===== src/rtl/alu_req_sequencer_pkg.sv =====
// alu_req_sequencer_pkg: opcodes, FSM states and default width shared by the ALU sequencer
package alu_req_sequencer_pkg;
   localparam int DATA_W_DEF = 8;
   localparam logic [2:0] OP_ADD = 3'b000;
   localparam logic [2:0] OP_OR  = 3'b001;
   localparam logic [2:0] OP_AND = 3'b010;
   localparam logic [2:0] OP_NOR = 3'b011;
   localparam logic [2:0] OP_SHL = 3'b100;
   localparam logic [2:0] OP_SHR = 3'b101;
   localparam logic [2:0] OP_SUB = 3'b110;
   localparam logic [2:0] OP_MUL = 3'b111;
   typedef enum logic [1:0] {S_IDLE, S_EXEC, S_MUL, S_RESP} state_t;
endpackage


===== src/rtl/alu_core8.sv =====
// alu_core8: combinational single-cycle ALU ops; MUL is handled by the sequencer and yields 0 here
module alu_core8
   import alu_req_sequencer_pkg::*;
#(
   parameter int W = DATA_W_DEF
) (
   input  logic [2:0]   op,
   input  logic [W-1:0] a,
   input  logic [W-1:0] b,
   output logic [W-1:0] y,
   output logic         flag
);
   logic [W:0] sum, dif;
   assign sum = {1'b0, a} + {1'b0, b};
   assign dif = {1'b0, a} - {1'b0, b};
   always_comb begin
      y = '0;
      flag = 1'b0;
      case (op)
         OP_ADD:  {flag, y} = sum;
         OP_OR:   y = a | b;
         OP_AND:  y = a & b;
         OP_NOR:  y = ~(a | b);
         OP_SHL:  y = a << b[2:0];
         OP_SHR:  y = a >> b[2:0];
         OP_SUB:  {flag, y} = dif;
         default: y = '0;
      endcase
   end
endmodule


===== src/rtl/alu_req_sequencer.sv =====
// alu_req_sequencer: round-robin shares one ALU between two requesters, with an iterative shift-add MUL
module alu_req_sequencer
   import alu_req_sequencer_pkg::*;
#(
   parameter int   DATA_W   = DATA_W_DEF,
   parameter int   MUL_ITER = 8,
   parameter logic RR_INIT  = 1'b1
) (
   input  logic              clk,
   input  logic              rst_n,
   input  logic              ena,
   input  logic              req0_valid,
   output logic              req0_ready,
   input  logic [2:0]        req0_op,
   input  logic [DATA_W-1:0] req0_a,
   input  logic [DATA_W-1:0] req0_b,
   input  logic              req1_valid,
   output logic              req1_ready,
   input  logic [2:0]        req1_op,
   input  logic [DATA_W-1:0] req1_a,
   input  logic [DATA_W-1:0] req1_b,
   output logic              rsp_valid,
   input  logic              rsp_ready,
   output logic              rsp_id,
   output logic [DATA_W-1:0] rsp_y,
   output logic              rsp_flag,
   output logic              busy
);
   state_t state;
   logic last_grant, grant, accept, id_q;
   logic [2:0] op_q, sel_op, cnt;
   logic [DATA_W-1:0] a_q, b_q, mplier, sel_a, sel_b, alu_y;
   logic alu_flag;
   logic [2*DATA_W-1:0] prod, prod_nx;
   // a tie goes to whoever did not win last; a lone requester always wins
   assign grant = (req0_valid & req1_valid) ? ~last_grant : req1_valid;
   assign req0_ready = rst_n & ena & (state == S_IDLE) & req0_valid & ~grant;
   assign req1_ready = rst_n & ena & (state == S_IDLE) & req1_valid & grant;
   assign accept = req0_ready | req1_ready;
   assign sel_op = grant ? req1_op : req0_op;
   assign sel_a = grant ? req1_a : req0_a;
   assign sel_b = grant ? req1_b : req0_b;
   assign busy = state != S_IDLE;
   assign prod_nx = prod + (mplier[0] ? ({{DATA_W{1'b0}}, a_q} << cnt) : '0);
   alu_core8 #(.W(DATA_W)) u_core (
      .op(op_q),
      .a(a_q),
      .b(b_q),
      .y(alu_y),
      .flag(alu_flag)
   );
   always_ff @(posedge clk or negedge rst_n) begin
      if (!rst_n) begin
         state <= S_IDLE;
         last_grant <= RR_INIT;
         id_q <= 1'b0;
         op_q <= '0;
         a_q <= '0;
         b_q <= '0;
         mplier <= '0;
         prod <= '0;
         cnt <= '0;
         rsp_valid <= 1'b0;
         rsp_id <= 1'b0;
         rsp_y <= '0;
         rsp_flag <= 1'b0;
      end else if (ena) begin
         case (state)
            S_IDLE: if (accept) begin
               op_q <= sel_op;
               a_q <= sel_a;
               b_q <= sel_b;
               mplier <= sel_b;
               prod <= '0;
               cnt <= '0;
               id_q <= grant;
               last_grant <= grant;
               if (sel_op == OP_MUL) state <= S_MUL;
               else state <= S_EXEC;
            end
            S_EXEC: begin
               rsp_y <= alu_y;
               rsp_flag <= alu_flag;
               rsp_id <= id_q;
               rsp_valid <= 1'b1;
               state <= S_RESP;
            end
            S_MUL: begin
               prod <= prod_nx;
               mplier <= mplier >> 1;
               cnt <= cnt + 3'd1;
               if (cnt == 3'(MUL_ITER - 1)) begin
                  rsp_y <= prod_nx[DATA_W-1:0];
                  rsp_flag <= |prod_nx[2*DATA_W-1:DATA_W];
                  rsp_id <= id_q;
                  rsp_valid <= 1'b1;
                  state <= S_RESP;
               end
            end
            default: if (rsp_ready) begin
               rsp_valid <= 1'b0;
               state <= S_IDLE;
            end
         endcase
      end
   end
endmodule


===== config.mk =====
export PLATFORM = sky130hd
export DESIGN_NAME = alu_req_sequencer
export DESIGN_NICKNAME = d
export VERILOG_FILES = /design/src/rtl/alu_req_sequencer_pkg.sv /design/src/rtl/alu_core8.sv /design/src/rtl/alu_req_sequencer.sv
export SDC_FILE = /design/constraint.sdc
export NUM_CORES = 1
export LEC_CHECK = 0
export ABC_AREA = 1
export ABC_CLOCK_PERIOD_IN_PS = 2800
export CORE_ASPECT_RATIO = 1.5
export CORE_MARGIN = 3
export CORE_UTILIZATION = 40
export CTS_BUF_LIST = sky130_fd_sc_hd__clkbuf_4
export DETAILED_ROUTE_END_ITERATION = 12
export SETUP_SLACK_MARGIN = 0.1
export SLEW_MARGIN = 20
export SYNTH_ARGS = -nofsm -noshare
export SYNTH_HDL_FRONTEND = slang
export SYNTH_SLANG_ARGS = --single-unit

===== constraint.sdc =====
create_clock -name clk -period 2.8 [get_ports clk]
set_input_delay 0.56 -clock clk [delete_from_list [all_inputs] [get_ports clk]]
set_output_delay 0.56 -clock clk [all_outputs]
set_load 0.005 [all_outputs]

* Yosys cells after proc, flatten, opt, wreduce, memory -nomap -nowiden
Index checks and enable logic that the tools add are counted.
** Cells by class
- Equality and inequality tests :: 12
- Shifts and indexed selects :: 3
- Reduce and logical (&&, ||, !) cells :: 13
- Multiplexer cells :: 27
- Bitwise gates (word level) :: 14
- $add $sub $neg :: 4
** Operators with widths (count)
- $pmux 8 s7 :: 1
- $mux 16 :: 2
- $mux 8 :: 4
- $pmux 16 s2 :: 1
- $pmux 8 s2 :: 2
- $add 16x16->16 :: 1
- $shl 8x3->16 :: 1
- $eq 3x3->1 const B :: 5
- $add 8x8->9 :: 1
- $reduce_and 3->1 :: 3
- $sub 8x8->9 :: 1
- $and 8x8->8 :: 1
- $mux 2 :: 4
- $not 8->8 :: 1
- $or 8x8->8 :: 1
- $reduce_and 4->1 :: 2
- $reduce_or 8->1 :: 1
- $shl 8x3->8 :: 1
- $shr 8x3->8 :: 1
- $and 1x1->1 :: 7
- $eq 3x2->1 const B :: 2
- $mux 3 :: 2
- $pmux 1 s2 :: 3
- $pmux 2 s3 :: 1
- 15 further kinds :: 24
** Word-level totals
- Register bits after elaboration :: 61
- Output and inout port bits :: 14
- Word-level logic and storage cells :: 86
- Input port bits :: 44

* Logic depth before layout (Yosys ltp)
Gate-level depths: netlist of the first run.
- Depth in word-level cells :: 7
- Depth in mapped cells :: 21
- Depth with buffers taken out :: 21

* Modules after synthesis
From an unflattened synthesis of the first run, not the netlist that was laid out.
** Unflattened totals
- Cell total of the unflattened synthesis :: 877
- Area total of the unflattened synthesis :: 5672.9 µm²
** By module, submodules not included
- alu_req_sequencer :: area an instance 3968.8 µm², cells an instance 561, times used 1, sequential area each 1527.7 µm²
- alu_core8 :: area an instance 1704.1 µm², cells an instance 316, times used 1, sequential area each 0.0 µm²

* Worst setup path after synthesis of the first run
OpenSTA, ideal clock, no wires.
- Path kind :: reg-to-reg
- From :: register cnt[0]
- To :: register rsp_flag
- Setup slack :: 0.182 ns
- Path buffers :: 2
- Required time :: 2.684 ns
- Data arrival time :: 2.501 ns
- Period minus slack after synthesis :: 2.618 ns
- Stages on the path, launching flop included :: 20
- Cells stage by stage :: dfrtp_1 clkbuf_1 clkbuf_1 inv_1 nand3_1 nor2_1 ha_1 fa_1 nand3_1 nand3_1 nand2_1 nand2_1 nand2_1 nand2_1 nand2_1 nand3_1 nor2_1 nand2_1 nand2_1 nand2_1
** On the way
- Word-level cells in the longest chain between the ends :: 6
- Elaborated cells on any way between the ends :: 9
** Ends and longest elaborated chain
- from (decl) :: line alu_req_sequencer.sv:31 : logic [2:0] op_q, sel_op, cnt;
- from (signal assigned) :: line alu_req_sequencer.sv:91 : cnt <= cnt + 3'd1;
- $shl 8x3->16 :: line alu_req_sequencer.sv:44 : assign prod_nx = prod + (mplier[0] ? ({{DATA_W{1'b0}}, a_q} << cnt) : '0);
- $mux 16 :: line alu_req_sequencer.sv:44
- $add 16x16->16 :: line alu_req_sequencer.sv:44
- $reduce_or 8->1 :: line alu_req_sequencer.sv:94 : rsp_flag <= |prod_nx[2*DATA_W-1:DATA_W];
- $mux 1 :: line alu_req_sequencer.sv:92 : if (cnt == 3'(MUL_ITER - 1)) begin
- $pmux 1 s2 :: line alu_req_sequencer.sv:68 : case (state)
- to (signal assigned) :: line alu_req_sequencer.sv:83 : rsp_flag <= alu_flag;
- to (signal assigned) :: line alu_req_sequencer.sv:94
- to (decl) :: line alu_req_sequencer.sv:26 : output logic rsp_flag,
Several ways; a longest one is shown, not always the timed one. The select of a mux whose other input is x is not followed.
A chain may end at the register's enable or synchronous reset.

* Worst setup path after layout of the first run
Ends and elaborated chain as after synthesis.

==> results.cfg, run 1 <==
[yosys]
ys_ff_latch = 61
ys_types = 41
syn_inst = 891
synth_ff_type = dfrtp_1
synth_area_leader_cell = dfrtp_1
yosys-top-cells-area = dfrtp_1 27%, nand2_1 21%, ha_1 10%
synthArstFlopShare = 1.000
netlist_area_um2 = 5615
syn-num-nets = 984
synth_warnings = 0
syn_area_per_cell_um2 = 6.302
synth_edf_count = 0
ys_top_cells_by_count = 313 x nand2_1, 101 x inv_1, 65 x nand3_1, 61 x nor2_1, 60 x dfrtp_1
synth_top_area_frac = 0.2674
ys_seq_area_frac = 0.2721
synth_most_common_cell = nand2_1

[routing]
drt-initial-drc-count = 222
wl_per_cell_um = 16.11
drcViolationCount = 0
viasPerCell = 5.179
num_vias = 5889
drt-pass1-iter-count = 5
routed_wl_mm = 18.31
drtAntennaViolNets = 0

[worst_setup_path]
cp.depth = 19
crit_slowest_cell = dfrtp_2
crit_chain = buf_6 -> nand2_1 -> o21ai_2 -> mux2i_2 -> o22ai_1 -> ha_1 -> nand2_2 -> nor2_2 -> nand2_1 -> nand2_2 -> nand2_1 -> nand2_1 -> nand2_1 -> nand2_2 -> nand2_1 -> nor2_1 -> nand2_1 -> nand2_1 -> nand2_1
crit_buf_inv = 1
max_stage_delay_ns = 0.48
cp-start-kind = flop
critical_path_required_ns = 3.13
crit_family = simple AND/OR/NAND/NOR gates
regToRegStartpoint = cnt[0]$_DFFE_PN0P_
r2r_end = rsp_flag$_DFFE_PN0P_
worstPathMaxFanout = 7
crit_top_cell = nand2_1
ff2ff_setup_slack_ns = 0.19
rr_worst_depth = 19
path_class = flop to flop
cp-end-kind = flop
arrival_ns = 2.94

[clocking]
clk_latency_ns = 0.44
clk_pin_slew_ns = 0.13
cts-buffers-inserted = 9
clock_tree.buffer_depth = 2
cts-root-buf = clkbuf_4
cts-htree-levels = 3
cts_tree = done
clock-sinks = 61

[sta]
drv_slew = 0
setup_viol = 0
period_share = 0.9327
post-route-min-period_ns = 2.612
setup-tns-final_ns = 0
worst_slew_pin_slew_ns = 0.8186
skew_ns = 0.02081
final_hold_viol_count = 0
holdWs_ns = 0.3238
fmax_mhz = 382.9
max_slew_margin = 0.4543
fin_ws_ns = 0.1884
rsz0062_at_grt = yes

[placed_design]
place_area_um2 = 6489
io_buffers = 57
routabilityCongestion = 0.9438
post-place-ws_ns = 0.07577
post-place-cells = 1113
hpwl_mm = 14.51

[global_route]
antenna_found_initial = 1
grt_pass1_vias = 5742
grt_remaining_overflow = 0
grt_max_degree = 62
track_usage = 0.2442
grt_pass1_wl_mm = 29.05

[power]
vdd_drop_max_mv = 0.5598
power_leakage_nw = 3.500
power.density_nw_per_um2 = 1169
fin_total_pwr_mw = 7.987

[final_layout]
drive_gt1_frac = 0.1304
syn_to_final_growth_pct = 21.68
fin_nets = 1062
finalNonFillerCells = 1137
fin_area_um2 = 6833
utilization = 0.5025
final.fill_count = 1438

[die]
rows = 52
dieArea_um2 = 15530
io_pins = 58
fp.coreArea_um2 = 13600
start_util = 0.4130
die_h_um = 151.1
die_w_um = 102.7

[run]
maxCapViolations = 0

[run_status]
outcome = complete, no violations

[hold_path]
hp-class = input port to async pin
## cell usage in the layout, fill, tap and decap left out, types with 28 or more instances in the layout
cell,count
nand2_1,299
inv_1,96
nand3_1,63
dfrtp_1,58
clkdlybuf4s50_1,55
nor2_1,53
o21ai_1,43
ha_1,40
a21oi_1,38
buf_4,30
o21ai_0,28
## timing repair
| item | 4_1_cts | 5_1_grt |
|---|---|---|
| pin swaps | 0 | 24 |
| gates cloned | 0 | 1 |
| resized for setup | 2 | 62 |
| endpoints found under the hold margin | 0 | 0 |
| endpoints found under the setup margin | 3 | 7 |
| hold buffers | 0 | 0 |
| setup buffers | 0 | 6 |
## area by class of cell
class                      count  area (µm²)  share of cell area
clock inverter                 6       63.81            0.009339
multi-input combinational    687        3664              0.5362
tap                          162       202.7             0.02966
inverter                     118       442.9             0.06482
clock buffer                  10       75.07             0.01099
timing repair buffer          92       852.1              0.1247
antenna                        1       2.502           0.0003662
sequential                    61        1530              0.2240
## layer usage
layer,up-vias,share of wire,GRT usage
li1,3054,-,-
met1,2690,0.40,0.2780
met2,107,0.54,0.4547
met3,38,0.026,0.02765
met4,0,0.039,0.09657
met5,-,0,0
## power breakdown
part	internal (mW)	total [mW]	switching (mW)
clock network	0.281	0.651	0.370
logic	2.15	5.79	3.64
registers	1.24	1.55	0.310
## how the worst max path moves through the flow
stage                          from                    to  slack, ns
2_1_floorplan    cnt[0]$_DFFE_PN0P_  rsp_flag$_DFFE_PN0P_       0.18
3_3_place_gp     cnt[0]$_DFFE_PN0P_  rsp_flag$_DFFE_PN0P_       0.05
3_5_place_dp     cnt[0]$_DFFE_PN0P_  rsp_y[7]$_DFFE_PN0P_       0.08
4_1_cts        state[0]$_DFFE_PN0P_            req0_ready       0.05
5_1_grt          cnt[0]$_DFFE_PN0P_  rsp_flag$_DFFE_PN0P_       0.05
6_report         cnt[0]$_DFFE_PN0P_  rsp_flag$_DFFE_PN0P_       0.19
## cell families (layout without fill, tap and decap cells)
group	count (synthesis)	in the layout	share of synthesized area
and+or+nand+nor	470	470	0.3440
AOI/OAI and AO/OA	163	163	0.1622
buffers and inverters	143	226	0.09982
DFF	61	61	0.2721
adders and majority gates	49	49	0.1132
muxes	4	4	0.007130
xor gates and xnor gates	1	1	0.001560
other	0	1	0
## flip-flops by register name, indices dropped and copies added, names as in the netlist, 2 cells and up
signal  count
a_q         8
b_q         8
cnt         3
mplier      8
op_q        3
prod       16
rsp_y       8
state       2
(Power assumes the default switching activity.)
==> run 2, diff against run 1 <==
- PLACE_DENSITY: default -> 0.73
==> run 2 against run 1 <==
Compared with the run above: final cell count is 0.35% higher; cell area is 1.6% higher; highest routed layer unchanged; sequential power hardly changed; largest power group unchanged; critical path depth is 1 lower; global-route usage is 1.2 points lower; total power is 2.7% higher; sequential share of layout area is 0.36 points lower; flip-flop and latch count stayed put; clock power is 4.0% lower.
==> results.cfg, run 2 (synthesis results as in run 1) <==
[sta]
setup-tns-final_ns = 0
final_hold_viol_count = 0
setup_viol = 0
rsz0062_at_grt = yes
max_slew_margin = 0.4574
drv_slew = 0
worst_slew_pin_slew_ns = 0.8138
post-route-min-period_ns = 2.623
skew_ns = 0.01756
period_share = 0.9369
fin_ws_ns = 0.1767
holdWs_ns = 0.3411
fmax_mhz = 381.2

[power]
vdd_drop_max_mv = 0.6548
power_leakage_nw = 3.546
power.density_nw_per_um2 = 1181

[global_route]
grt_pass1_wl_mm = 28.20
grt_pass1_vias = 5752
grt_remaining_overflow = 0
antenna_found_initial = 1
grt_max_degree = 62
track_usage = 0.2325

[final_layout]
final_common_cell = nand2_1
drive_gt1_frac = 0.1452
final.fill_count = 1347
fin_area_um2 = 6945
top_register = prod
finalNonFillerCells = 1141
largest_reg_flops = 16
fin_nets = 1066
syn_to_final_growth_pct = 23.69
final_cell_mix = 295 x nand2_1, 97 x inv_1, 63 x nand3_1

[clocking]
clock-sinks = 61
cts_hold_buffers = 0
clk_pin_slew_ns = 0.11
cts-root-buf = clkbuf_4
clk_latency_ns = 0.43
cts_tree = done
cts-htree-levels = 3
clock_tree.buffer_depth = 2
cts-buffers-inserted = 9

[routing]
drcViolationCount = 0
drt-pass1-iter-count = 11
viasPerCell = 5.393
drtAntennaViolNets = 0
routed_wl_mm = 17.86
drt-initial-drc-count = 479
wl_per_cell_um = 15.65
num_vias = 6153

[die]
rows = 52
io_pins = 58
dieArea_um2 = 15530
die_w_um = 102.7
start_util = 0.4130
fp.coreArea_um2 = 13600
die_h_um = 151.1

[placed_design]
place_area_um2 = 6469
post-place-cells = 1112
hpwl_mm = 13.63
io_buffers = 57
routabilityCongestion = 0.9966
post-place-ws_ns = -0.0005578

[hold_path]
hp-class = input port to async pin

[worst_setup_path]
max_stage_delay_ns = 0.46
path_class = flop to flop
critical_path_required_ns = 3.13
cp-start-kind = flop
crit_buf_inv = 1
cp-end-kind = flop
crit_slowest_cell = dfrtp_2
crit_family = simple AND/OR/NAND/NOR gates
crit_top_cell = nand2_1
arrival_ns = 2.95
worstPathMaxFanout = 7
crit_chain = buf_6 -> nand2_1 -> o21ai_2 -> mux2i_1 -> o22ai_1 -> ha_1 -> nand2_1 -> nand2_2 -> a21oi_2 -> nand2_2 -> nand2_1 -> nand3_1 -> nand2_1 -> nand2_1 -> nor2_1 -> nand2_1 -> nand2_1 -> nand2_1

[run]
maxCapViolations = 0

[run_status]
outcome = complete, no violations
==> run 2: stage by stage <==
step                        util  total power [mW]
after floorplan                -             5.199
after global placement    0.4757             6.855
after detailed placement  0.4757             6.887
after CTS                 0.4866             7.568
after global routing      0.5108             8.972
final                     0.5108             8.206
==> run 2: cell type report <==
class	instances	area (µm²)	share of cell area
Antenna cell	1	2.502	0.0003603
Clock buffer	11	82.58	0.01189
Clock inverter	5	51.30	0.007386
Inverter	118	442.9	0.06377
Multi-Input combinational cell	687	3774	0.5433
Sequential cell	61	1530	0.2203
Tap cell	162	202.7	0.02918
Timing Repair Buffer	96	859.6	0.1238
==> run 2: what timing repair did <==
action | 4_1_cts | 5_1_grt
gates cloned | 0 | 1
pin swaps | 0 | 25
buffers inserted | 0 | 11
setup endpoints to repair | 8 | 13
gates resized for setup | 3 | 83
==> run 2: worst paths after layout <==
path                                   startpoint  cells after the start                      to  slack [ns]
min reg2reg                last_grant$_DFFE_PN1P_                      2  last_grant$_DFFE_PN1P_        0.48
min in group clk           last_grant$_DFFE_PN1P_                      2  last_grant$_DFFE_PN1P_        0.48
max in group asynchronous                   rst_n                      2      cnt[0]$_DFFE_PN0P_        1.88
max                            cnt[0]$_DFFE_PN0P_                     18    rsp_flag$_DFFE_PN0P_        0.18
min                                         rst_n                      2   mplier[4]$_DFFE_PN0P_        0.34
max reg2reg                    cnt[0]$_DFFE_PN0P_                     18    rsp_flag$_DFFE_PN0P_        0.18
==> run 2: layer usage <==
layer	vias to the layer above	routed length (µm)	part of all wire	global-route usage
met3	63	799	0.045	0.03733
met4	0	959	0.054	0.1225
met1	2813	7142	0.40	0.2779
met5	-	0	0	0
li1	3059	-	-	-
met2	218	8956	0.50	0.3949
==> run 2: worst register-to-register path: cells and delay by family (launching register included) <==
family / cells / cell delay [ns]
and+or+nand+nor: 12 / 0.95
DFF: 1 / 0.46
adders and majority gates: 1 / 0.39
AOI/OAI and AO/OA: 3 / 0.38
muxes: 1 / 0.20
buffers and inverters: 1 / 0.15
==> run 2: power breakdown <==
group          switching, mW  internal, mW  total (mW)
Clock                  0.339         0.287       0.625
Combinational           3.76          2.24        6.00
Sequential             0.334          1.24        1.58
Total                   4.43          3.77        8.21
==> run 3, diff against run 2 <==
- SLEW_MARGIN: 20 -> 10
==> results of run 3 <==
The final DEF is identical to that of run 2; final timing and power are the same.
